## src/rtl/sram_port_arbiter.sv

```systemverilog
// rtl/sram_port_arbiter.sv - two-port arbiter and SETUP/ACCESS/RECOVER sequencer for external 16-bit async SRAM
// Optional round-robin contention resolution: define SRAM_ARB_ROUND_ROBIN_EN (default build is fixed priority, A wins).
module sram_port_arbiter #(
    parameter int ADDR_WIDTH  = 18,
    parameter int WAIT_CYCLES = 1
) (
    input  logic                  io_mainClk,
    input  logic                  io_asyncResetn,
    input  logic                  io_a_cmd_valid,
    output logic                  io_a_cmd_ready,
    input  logic                  io_a_cmd_write,
    input  logic [ADDR_WIDTH-1:0] io_a_cmd_addr,
    input  logic [15:0]           io_a_cmd_wdata,
    input  logic [1:0]            io_a_cmd_mask,
    output logic                  io_a_rsp_valid,
    output logic [15:0]           io_a_rsp_rdata,
    input  logic                  io_b_cmd_valid,
    output logic                  io_b_cmd_ready,
    input  logic                  io_b_cmd_write,
    input  logic [ADDR_WIDTH-1:0] io_b_cmd_addr,
    input  logic [15:0]           io_b_cmd_wdata,
    input  logic [1:0]            io_b_cmd_mask,
    output logic                  io_b_rsp_valid,
    output logic [15:0]           io_b_rsp_rdata,
    output logic [ADDR_WIDTH-1:0] io_sram_addr,
    input  logic [15:0]           io_sram_dat_read,
    output logic [15:0]           io_sram_dat_write,
    output logic                  io_sram_dat_writeEnable,
    output logic                  io_sram_cs,
    output logic                  io_sram_we,
    output logic                  io_sram_oe,
    output logic                  io_sram_lb,
    output logic                  io_sram_ub
);

    typedef enum logic [1:0] {ST_IDLE, ST_SETUP, ST_ACCESS, ST_RECOVER} state_t;

    state_t                state_q, state_d;
    logic [3:0]            cnt_q, cnt_d;
    logic                  owner_q, owner_d;
    logic                  cmd_write_q, cmd_write_d;
    logic [ADDR_WIDTH-1:0] cmd_addr_q, cmd_addr_d;
    logic [15:0]           cmd_wdata_q, cmd_wdata_d;
    logic [1:0]            cmd_mask_q, cmd_mask_d;

    logic [ADDR_WIDTH-1:0] addr_q, addr_d;
    logic [15:0]           dat_write_q, dat_write_d;
    logic                  dat_we_q, dat_we_d;
    logic                  cs_q, cs_d, we_q, we_d, oe_q, oe_d, lb_q, lb_d, ub_q, ub_d;
    logic                  a_rsp_valid_q, a_rsp_valid_d, b_rsp_valid_q, b_rsp_valid_d;
    logic [15:0]           a_rdata_q, a_rdata_d, b_rdata_q, b_rdata_d;

    logic grant_a, grant_b, accept;

`ifdef SRAM_ARB_ROUND_ROBIN_EN
    // last_grant_q: 0 = A, 1 = B; contention goes to the port that did not win last
    logic last_grant_q, last_grant_d;

    always_comb begin
        if (io_a_cmd_valid && io_b_cmd_valid) begin
            grant_a = last_grant_q;
            grant_b = !last_grant_q;
        end else begin
            grant_a = io_a_cmd_valid;
            grant_b = io_b_cmd_valid;
        end
    end

    assign last_grant_d = accept ? io_b_cmd_ready : last_grant_q;

    always_ff @(posedge io_mainClk or negedge io_asyncResetn) begin
        if (!io_asyncResetn) last_grant_q <= 1'b1;
        else                 last_grant_q <= last_grant_d;
    end
`else
    assign grant_a = io_a_cmd_valid;
    assign grant_b = io_b_cmd_valid && !io_a_cmd_valid;
`endif

    assign io_a_cmd_ready = (state_q == ST_IDLE) && grant_a;
    assign io_b_cmd_ready = (state_q == ST_IDLE) && grant_b;
    assign accept         = io_a_cmd_ready || io_b_cmd_ready;

    always_comb begin
        owner_d     = owner_q;
        cmd_write_d = cmd_write_q;
        cmd_addr_d  = cmd_addr_q;
        cmd_wdata_d = cmd_wdata_q;
        cmd_mask_d  = cmd_mask_q;
        if (io_a_cmd_ready) begin
            owner_d     = 1'b0;
            cmd_write_d = io_a_cmd_write;
            cmd_addr_d  = io_a_cmd_addr;
            cmd_wdata_d = io_a_cmd_wdata;
            cmd_mask_d  = io_a_cmd_mask;
        end else if (io_b_cmd_ready) begin
            owner_d     = 1'b1;
            cmd_write_d = io_b_cmd_write;
            cmd_addr_d  = io_b_cmd_addr;
            cmd_wdata_d = io_b_cmd_wdata;
            cmd_mask_d  = io_b_cmd_mask;
        end
    end

    always_comb begin
        state_d = state_q;
        cnt_d   = cnt_q;
        case (state_q)
            ST_IDLE:    if (accept) state_d = ST_SETUP;
            ST_SETUP: begin
                state_d = ST_ACCESS;
                cnt_d   = 4'(WAIT_CYCLES);
            end
            ST_ACCESS: begin
                if (cnt_q == 4'd0) state_d = ST_RECOVER;
                else               cnt_d   = cnt_q - 4'd1;
            end
            ST_RECOVER: state_d = ST_IDLE;
            default:    state_d = ST_IDLE;
        endcase
    end

    // Pin values are decoded from the next state so every SRAM pin leaves a flop.
    always_comb begin
        addr_d        = addr_q;
        dat_write_d   = dat_write_q;
        dat_we_d      = dat_we_q;
        cs_d          = 1'b1;
        we_d          = 1'b1;
        oe_d          = 1'b1;
        lb_d          = lb_q;
        ub_d          = ub_q;
        a_rsp_valid_d = 1'b0;
        b_rsp_valid_d = 1'b0;
        a_rdata_d     = a_rdata_q;
        b_rdata_d     = b_rdata_q;
        case (state_d)
            ST_IDLE: dat_we_d = 1'b0;
            ST_SETUP: begin
                addr_d   = cmd_addr_d;
                cs_d     = 1'b0;
                lb_d     = !cmd_mask_d[0];
                ub_d     = !cmd_mask_d[1];
                dat_we_d = cmd_write_d;
                oe_d     = cmd_write_d;
                if (cmd_write_d) dat_write_d = cmd_wdata_d;
            end
            ST_ACCESS: begin
                cs_d     = 1'b0;
                we_d     = !cmd_write_d;
                oe_d     = cmd_write_d;
                dat_we_d = cmd_write_d;
            end
            ST_RECOVER: begin
                dat_we_d      = cmd_write_d;
                a_rsp_valid_d = !owner_q;
                b_rsp_valid_d = owner_q;
            end
            default: dat_we_d = 1'b0;
        endcase
        if (state_q == ST_ACCESS && cnt_q == 4'd0 && !cmd_write_q) begin
            if (owner_q) b_rdata_d = io_sram_dat_read;
            else         a_rdata_d = io_sram_dat_read;
        end
    end

    always_ff @(posedge io_mainClk or negedge io_asyncResetn) begin
        if (!io_asyncResetn) begin
            state_q       <= ST_IDLE;
            cnt_q         <= 4'd0;
            owner_q       <= 1'b0;
            cmd_write_q   <= 1'b0;
            cmd_addr_q    <= '0;
            cmd_wdata_q   <= 16'h0;
            cmd_mask_q    <= 2'b00;
            addr_q        <= '0;
            dat_write_q   <= 16'h0;
            dat_we_q      <= 1'b0;
            cs_q          <= 1'b1;
            we_q          <= 1'b1;
            oe_q          <= 1'b1;
            lb_q          <= 1'b1;
            ub_q          <= 1'b1;
            a_rsp_valid_q <= 1'b0;
            b_rsp_valid_q <= 1'b0;
            a_rdata_q     <= 16'h0;
            b_rdata_q     <= 16'h0;
        end else begin
            state_q       <= state_d;
            cnt_q         <= cnt_d;
            owner_q       <= owner_d;
            cmd_write_q   <= cmd_write_d;
            cmd_addr_q    <= cmd_addr_d;
            cmd_wdata_q   <= cmd_wdata_d;
            cmd_mask_q    <= cmd_mask_d;
            addr_q        <= addr_d;
            dat_write_q   <= dat_write_d;
            dat_we_q      <= dat_we_d;
            cs_q          <= cs_d;
            we_q          <= we_d;
            oe_q          <= oe_d;
            lb_q          <= lb_d;
            ub_q          <= ub_d;
            a_rsp_valid_q <= a_rsp_valid_d;
            b_rsp_valid_q <= b_rsp_valid_d;
            a_rdata_q     <= a_rdata_d;
            b_rdata_q     <= b_rdata_d;
        end
    end

    assign io_sram_addr            = addr_q;
    assign io_sram_dat_write       = dat_write_q;
    assign io_sram_dat_writeEnable = dat_we_q;
    assign io_sram_cs              = cs_q;
    assign io_sram_we              = we_q;
    assign io_sram_oe              = oe_q;
    assign io_sram_lb              = lb_q;
    assign io_sram_ub              = ub_q;
    assign io_a_rsp_valid          = a_rsp_valid_q;
    assign io_b_rsp_valid          = b_rsp_valid_q;
    assign io_a_rsp_rdata          = a_rdata_q;
    assign io_b_rsp_rdata          = b_rdata_q;

endmodule
```

## config.mk

```make
export PLATFORM = sky130hd
export DESIGN_NAME = sram_port_arbiter
export DESIGN_NICKNAME = d
export VERILOG_FILES = /design/src/rtl/sram_port_arbiter.sv
export SDC_FILE = /design/constraint.sdc
export NUM_CORES = 1
export LEC_CHECK = 0
export ABC_AREA = 1
export BUFFER_PORTS_ARGS = -buffer_cell sky130_fd_sc_hd__buf_2
export CAP_MARGIN = 20
export CORE_MARGIN = 8
export CORE_UTILIZATION = 43
export DETAILED_ROUTE_END_ITERATION = 8
export PLACE_DENSITY = 0.75
export SYNTH_ARGS = -nofsm -noshare
export SYNTH_HDL_FRONTEND = slang
export SYNTH_SLANG_ARGS = --single-unit
```

## constraint.sdc

```tcl
create_clock -name io_mainClk -period 3 [get_ports io_mainClk]
set_clock_uncertainty 0.1 [all_clocks]
set_input_delay 0.15 -clock io_mainClk [delete_from_list [all_inputs] [get_ports io_mainClk]]
set_output_delay 0.15 -clock io_mainClk [all_outputs]
set_load 0.02 [all_outputs]
```

==> results by stage, run 1 <==
Logic synthesis:
- By count the netlist is led by nand2_1, dfrtp_1, nand3_1.
- The post-synthesis cell area is 5097 µm².
- The netlist uses 24 different library cells.
- The dominant register cell in the synthesized netlist is dfrtp_1.
- Dividing the synthesized area by the synthesized cell count gives 9.336 µm².
- Summing the sequential cell areas from Yosys gives 58.05% of the chip area.
- Synthesis produced a netlist with a net count of 649.
- The post-synthesis cell type with the largest combined area is dfrtp_1.
- By instance count, the leading cell after synthesis is nand2_1.
- In the synthesized netlist the async set-or-reset flop fraction comes to 100.0%.
- By area the synthesized netlist is led by dfrtp_1, nand2_1, nand3_1.
- The synthesized design contains 118 register bits.
- The synthesized instance count is 546.
- The yosys synthesis warning count is 0.
- Counting flops with a built-in enable in the synthesized netlist gives 0.
- The share of the synthesized area in the top cell type is 55.47%.

Critical path:
- The signal on the critical path passes through inv_1 -> ha_1 -> nand2_2 -> inv_2 -> buf_4 -> nand2_1 -> nand3_1 -> dlygate4sd3_1 -> nand2_1 -> o21ai_0.
- The sort of element at the end of the critical path is a register.
- The slowest stage of the critical path is the dlygate4sd3_1 cell.
- The required time of the critical path is 3.23 ns.
- The type of origin of the critical path is a register.
- The worst reg2reg path depth is 10.
- The worst setup path category is register to register.
- The maximum fanout encountered on the critical timing path is 27.
- At the worst endpoint, the arrival time is 2.99 ns.
- The delay of the slowest critical-path stage is 0.59 ns.
- The critical path's most frequent cell is nand2_1.

Placement:
- The number of I/O port buffers is 169.
- Timing analysis after detailed placement gives a worst setup slack of 0.5676 ns.
- The area after detailed placement is 5968 µm².
- The total instance count after detailed placement is 838.
- The routability congestion estimate is 0.8449.
- The post-detailed-placement half-perimeter wirelength is 10.06 mm.

Timing:
- For the pin with the worst max-slew slack, the measured transition is 0.7089 ns.
- The minimum clock period after layout is 2.759 ns.
- Summed over all failing endpoints, the final setup total negative slack is 0 ns.
- Setup repair after global routing left no endpoint under its margin.
- The number of endpoints failing setup at the final stage is 0.
- The hold violation total from the final report is 0.
- The worst pin sits at a relative slew slack of 52.74%.
- The count of pins over their slew limit is 0.
- The maximum clock frequency is 362.5 MHz.
- In the post-route analysis, the smallest setup slack over all paths is 0.2415 ns.
- The share of the cycle needed by the critical path after routing is 91.95%.

Worst hold path:
- The instance count along the most critical hold path is 5.
- The tightest min-delay check is of the primary input to register type.

Cells and area:
- The net count of the finished layout is 912.
- At the end of the flow the core is filled with cells to 65.49%.
- Compared with the post-synthesis result, the final layout area differs by 47.96%.
- With fillers left out, the area of the finished cells amounts to 7542 µm².
- Cells with a size suffix above 1 make up 28.99% of the layout.
- The antenna cell count is 0.
- The count of cells in the finished layout, fillers not included, comes to 964.
- Counting the fill cells in the layout gives 843.

Flow run:
- Across the run, the number of max-cap violations was 0.

Global route:
- After global routing the overflow that remains totals 0.
- The first global-routing pass estimated 25.81 mm of wire.
- The initial antenna violation count is 0.
- The total routing usage reported by global routing is 20.52%.
- The largest net degree at the start of global routing is 55.
- The number of global-route vias before repair is 5248.

Drt:
- The count of nets left with antenna violations once routing finished came out at 0.
- The number of optimization iterations in the first detailed-route pass is 5.
- The count of vias placed by the detailed router is 4879.
- Using the TritonRoute via totals, the vias-per-cell ratio works out to 5.061.
- The mean routed wirelength per cell is 16.35 µm.
- Summed over all layers, the routed wires come to 15.76 mm.
- The first routing iteration left 355 violations.
- After detailed routing, the number of remaining DRC violations is 0.

Floorplanning:
- The placeable core area is 11520 µm².
- The floorplan step set the die width to 124.9 µm.
- For this configuration, the core starts out at a cell density of 44.26%.
- The row count is 39.
- The floorplan step defined a die boundary enclosing 15590 µm².
- The boundary pin count is 170.
- The floorplan step set the die height to 124.9 µm.

Clocking:
- The post-CTS clock slew at the launch and capture registers of the worst setup and hold paths is 0.06 ns.
- The TritonCTS clock tree is built.
- Counting along the longest clock path gives a buffer depth of 2.
- The H-tree level count is 4.
- Counting the buffers created by CTS gives 17.
- The buffer type at the clock tree root is clkbuf_16.
- The clock sink total is 118.
- At the later pin of the worst-skew pair, clock insertion delay measures 0.41 ns.

Pwr:
- Power spread over the standard cell area amounts to 1129 nW/µm².
- The maximum vdd ir drop is 0.5541 mV.
- For this design the static power due to leakage is 4.060 nW.

Status:
- The flow ran to the end, and the final reports show no timing, DRC or antenna violations.
through the flow:
stage / power, mW / hold WS (ns)
2_1_floorplan: 4.868 / -0.2456
3_3_place_gp: 5.697 / 0.1367
3_5_place_dp: 5.818 / 0.1374
4_1_cts: 8.489 / 0.005545
5_1_grt: 9.050 / 0.02880
6_report: 8.513 / 0.01587
final cells by class:
type | count | area, µm² | area share (%)
Inverter | 52 | 195.2 | 2.588
Tap cell | 143 | 178.9 | 2.372
Clock inverter | 9 | 148.9 | 1.974
Multi-Input combinational cell | 346 | 1712 | 22.69
Sequential cell | 118 | 2959 | 39.23
Timing Repair Buffer | 274 | 1874 | 24.85
Clock buffer | 22 | 474.2 | 6.287
repair_timing:
action / 4_1_cts / 5_1_grt
setup endpoints to repair: 0 / 0
setup buffers: 0 / 0
gates resized for setup: 0 / 0
hold buffers: 95 / 0
endpoints found under the hold margin: 140 / 0
flip-flops by register name, indices dropped and copies added (netlist names):
name	count
io_a_rsp_valid	1
io_b_rsp_valid	1
io_sram_lb	1
io_sram_cs	1
state_q	2
io_sram_dat_write	16
cnt_q	4
cmd_write_q	1
io_sram_ub	1
io_a_rsp_rdata	16
cmd_wdata_q	16
cmd_addr_q	18
io_sram_we	1
cmd_mask_q	2
io_b_rsp_rdata	16
io_sram_dat_writeEnable	1
owner_q	1
io_sram_oe	1
io_sram_addr	18
where the power goes:
group	internal [mW]	switching, mW	total, mW
logic	1.44	2.27	3.71
clock network	1.44	0.684	2.13
registers	2.34	0.336	2.67
total	5.22	3.29	8.51
cells by family after synthesis:
group                    Yosys count  share of synthesized area, %
flip-flops                       118                         58.05
buffers and inverters             82                         8.419
adder cells (fa/ha/maj)            9                         2.209
XOR/XNOR                           1                        0.1719
AND/OR/NAND/NOR                  277                         25.36
AO/OA/AOI/OAI                     59                         5.793
per-layer routing:
layer / global-route usage, % / vias to the layer above / share of wire [%]
met5: 0 / - / 0
met4: 8.381 / 0 / 1.9
met3: 7.449 / 30 / 9.5
met2: 33.60 / 248 / 48
met1: 23.96 / 2315 / 41
li1: - / 2286 / -
worst paths after layout:
path,startpoint,to,slack (ns)
hold / removal,io_a_cmd_wdata[10],io_sram_dat_write[10],0.02
setup reg to reg,state_q[0],io_sram_addr[13],0.24
min in group asynchronous,io_asyncResetn,io_b_rsp_rdata[14],0.23
setup / recovery,state_q[0],io_sram_addr[13],0.24
max in group asynchronous,io_asyncResetn,io_sram_ub,1.74
hold reg to reg,io_sram_dat_write[10],io_sram_dat_write[10],0.38
placed cells by master, fill, tap and decap left out:
| cell type | synthesis | routed |
|---|---|---|
| a21oi_1 | 4 | 4 |
| buf_2 | 12 | 168 |
| buf_4 | 1 | 11 |
| bufinv_16 | 0 | 4 |
| clkbuf_1 | 3 | 2 |
| clkbuf_16 | 0 | 17 |
| clkbuf_8 | 0 | 3 |
| clkinv_2 | 0 | 4 |
| clkinv_4 | 0 | 1 |
| dfrtp_1 | 113 | 113 |
| dfstp_2 | 5 | 5 |
| dlygate4sd3_1 | 0 | 95 |
| ha_1 | 9 | 8 |
| ha_2 | 0 | 1 |
| inv_1 | 51 | 51 |
| inv_2 | 1 | 1 |
| nand2_1 | 165 | 165 |
| nand2_2 | 2 | 2 |
| nand2_4 | 1 | 1 |
| nand3_1 | 77 | 77 |
| nand3_2 | 17 | 17 |
| nand3b_2 | 1 | 1 |
| nand4_1 | 6 | 6 |
| nor2_1 | 6 | 6 |
| nor2_4 | 2 | 2 |
| o21ai_0 | 33 | 33 |
| o21ai_1 | 22 | 22 |
| xor2_1 | 1 | 1 |
worst max-delay path: cells and delay by family, from the launching register on:
kind | cells | cell delay [ns]
buf+inv | 4 | 1.35
simple gates | 4 | 0.50
flops | 1 | 0.40
fa+ha+maj | 1 | 0.25
compound gates | 1 | 0.09
No activity file was read; power rests on OpenSTA's default activity.
==> inputs of run 2 (changes only) <==
- CORE_MARGIN: 8 -> 2
- CTS_BUF_LIST: unset -> sky130_fd_sc_hd__clkbuf_4
- RECOVER_POWER: unset -> 50
==> run 2 against run 1 <==
Effect of this change: the flow now finishes with violations (DRC, capacitance limit, slew limit); setup slack improved by 0.019 ns; worst hold slack better by 0.042 ns; first-iteration DRC count increased by 2.8%; utilization is 2.4 points lower; count of clock-buffer cells in the layout down 3; non-clock buffer count up 6; fmax up 0.69%; register-to-register slack better by 0.02 ns; critical path depth increased by 1; combinational power down 5%; critical path type unchanged; largest cell class unchanged; largest power group unchanged.
==> results by stage, run 2 (same netlist as run 1, synthesis figures left out) <==
Critical path:
- The delay of the slowest critical-path stage came to 0.59 ns (about the same).
- The reg-to-reg setup timing slack is 0.26 ns (+0.02 ns).
- The worst setup path is launched from a register.
- The data arrival at the endpoint of the critical path is 3.08 ns (+0.09 ns).
- Broken down by cell family, the worst path's largest delay share belongs to buffers and inverters.
- The count of buffering cells on the critical path with inverters included is 4 (unchanged).
- STA classifies the critical path endpoint as a register.
- The maximum fanout encountered on the critical timing path came to 29 (+7.4%).
- By startpoint and endpoint, the worst setup path is classified as register to register.
- The cell with the largest stage delay on the worst path is dlygate4sd3_1.
- The critical path's most frequent cell is nand2_1.
- Walking the worst path, the cells encountered are inv_1 -> ha_1 -> nand2_2 -> buf_4 -> nor2_4 -> buf_12 -> nand2_1 -> nand3_2 -> dlygate4sd3_1 -> nand3_1 -> nand2_1.
- The required time of the critical path was 3.34 ns (+0.11 ns).

Floorplanning:
- The floorplan die width is 112.9 µm (-9.6%).
- The boundary pin count came to 170 (unchanged).
- The area of the die was 12740 µm² (-18%).
- The placeable core area is 11520 µm² (unchanged).
- The initial standard-cell utilization of the core is 44.26% (unchanged).
- The vertical die dimension came to 112.9 µm (-9.6%).
- The row count came to 39 (unchanged).

Clocking:
- The clock sink total was 118 (unchanged).
- The number of clock buffers inserted by TritonCTS is 17 (unchanged).
- The post-CTS clock slew at the launch and capture registers of the worst setup and hold paths is 0.10 ns (+0.04 ns).
- TritonCTS built the clock tree.
- The H-tree level count came to 4 (unchanged).
- The deepest clock path buffer count was 2 (unchanged).
- The tree is rooted in a clkbuf_4.
- The clock latency reported for the late side of the worst-skew pair is 0.51 ns (+0.10 ns).

Drt:
- The number of DRC markers in iteration 0 was 365 (+2.8%).
- The number of vias per cell was 5.019 (-0.84%).
- The post-route DRC violation count is 14 (+14).
- The antenna violation net count after detailed routing is 0 (unchanged).
- The wire length reported by the detailed router is 14.31 mm (-9.2%).
- The count of vias placed by the detailed router was 4873 (-0.12%).
- The mean routed wirelength per cell is 14.74 µm (-9.9%).
- The number of optimization iterations in the first detailed-route pass is 7 (+2).

Timing:
- Setup repair after global routing left no endpoint under its margin.
- The count of pins over their slew limit came to 63 (+63).
- The share of the cycle needed by the critical path after routing was 91.32% (-0.63 points).
- The minimum clock period after layout was 2.740 ns (-0.01888 ns).
- The hold violation total from the final report is 0 (unchanged).
- The number of endpoints failing setup at the final stage is 0 (unchanged).
- The maximum clock frequency is 365.0 MHz (+0.69%).
- The measured slew at the worst slew-check pin came to 1.534 ns (+0.8252 ns).
- The worst max-slew margin expressed relative to the limit is -2.272% (-55 points).
- The final critical-path setup slack came to 0.2604 ns (+0.01888 ns).
- The final total negative setup slack is 0 ns (unchanged).

Worst hold path:
- The worst hold path belongs to the class primary input to register.

Flow run:
- The number of maximum-capacitance constraint violations is 1 (+1).

Global route:
- The initial antenna violation count was 0 (unchanged).
- The total grt overflow is 0 (unchanged).
- The global-route wire length before repair was 23.19 mm (-10%).
- The number of global-route vias before repair is 4852 (-7.5%).
- The total routing usage reported by global routing came to 22.94% (+2.4 points).
- The largest net degree at the start of global routing is 63 (+15%).

Cells and area:
- The layout cell share with drive strength beyond 1 came to 23.91% (-5.1 points).
- The library cell used most frequently in the layout, excluding fill and tap cells, is nand2_1.
- The synthesis-to-layout area growth is 42.51%.
- The share of the core filled with cells was 63.08% (-2.4 points).
- In the layout the commonest cells are nand2_1, buf_2, dfrtp_1.
- The antenna cell count is 0 (unchanged).
- The number of nets in the layout came to 918 (+0.66%).

Pwr:
- The total power density per cell area is 1025 nW/µm² (-9.2%).
- The cell leakage power is 3.793 nW (-6.6%).
- The maximum vdd ir drop is 0.5601 mV (+1.1%).

Status:
- The final reports fail on DRC, capacitance limit, slew limit.
- The run finished, with violations left.

Placement:
- The post-detailed-placement half-perimeter wirelength came to 9.016 mm (-10%).
- The number of I/O port buffers was 169 (unchanged).
- The post-placement setup slack is 0.5642 ns (-0.003399 ns).
- The routability congestion estimate is 0.8690 (+2.9%).
run 2: cell count changes in the layout (fill, tap and decap cells not counted), moves of 7 or more:
cell | before | now
buf_4 | 11 | 3
clkbuf_16 | 17 | 0
buf_2 | 168 | 131
clkbuf_1 | 2 | 39
clkbuf_4 | 0 | 19
dlygate4sd3_1 | 95 | 102
run 2: worst paths after layout:
check / depth (start not counted) / endpoint / start
setup / recovery: 11 / io_sram_dat_write[0] / state_q[0]
hold / removal: 5 / io_sram_dat_write[15] / io_b_cmd_valid
setup reg to reg: 11 / io_sram_dat_write[0] / state_q[0]
hold reg to reg: 2 / io_sram_dat_write[6] / io_sram_dat_write[6]
max in group asynchronous: 3 / cnt_q[3] / io_asyncResetn
min in group asynchronous: 2 / io_a_rsp_rdata[12] / io_asyncResetn
run 2: layout make-up:
class	count	area [µm²]
Clock buffer	19	142.6
Tap cell	143	178.9
Sequential cell	118	2959
Timing Repair Buffer	280	1916
Inverter	52	195.2
Clock inverter	13	161.4
Multi-Input combinational cell	346	1712
Fill cell	929	4252
run 2: layer usage:
layer,wire length (µm),GRT usage [%],vias up
met5,0,0,-
met4,278,8.374,0
met3,1240,6.963,28
met2,6930,38.92,227
met1,5864,27.82,2326
li1,-,-,2292
run 2: power breakdown:
group	total, mW	leakage (nW)	switching, mW	internal (mW)
Clock	1.23	0.172	0.570	0.664
Sequential	2.67	1.47	0.343	2.33
Combinational	3.54	2.15	2.21	1.33
run 2: repair_timing:
item,CTS,global route
hold endpoints to repair,164,0
hold buffers,102,0
resized for setup,0,0
endpoints found under the setup margin,0,25
setup buffers,0,1
run 2: stage by stage:
| step | hold slack (ns) | power, mW | cells | instance area [µm²] |
|---|---|---|---|---|
| 2_1_floorplan | -0.2456 | 4.868 | 546 | 5097 |
| 3_3_place_gp | 0.1698 | 5.688 | 836 | 5978 |
| 3_5_place_dp | 0.1732 | 5.834 | 836 | 5978 |
| 4_1_cts | 0.005116 | 7.481 | 970 | 7303 |
| 5_1_grt | 0.05921 | 7.969 | 971 | 7264 |
| 6_report | 0.05753 | 7.445 | 971 | 7264 |
run 2: worst min-delay path: stages:
cell and delay (ns):
buf_2 0.11, nand4_1 0.12, nand3_1 0.10, nand3_1 0.10, nand2_1 0.05
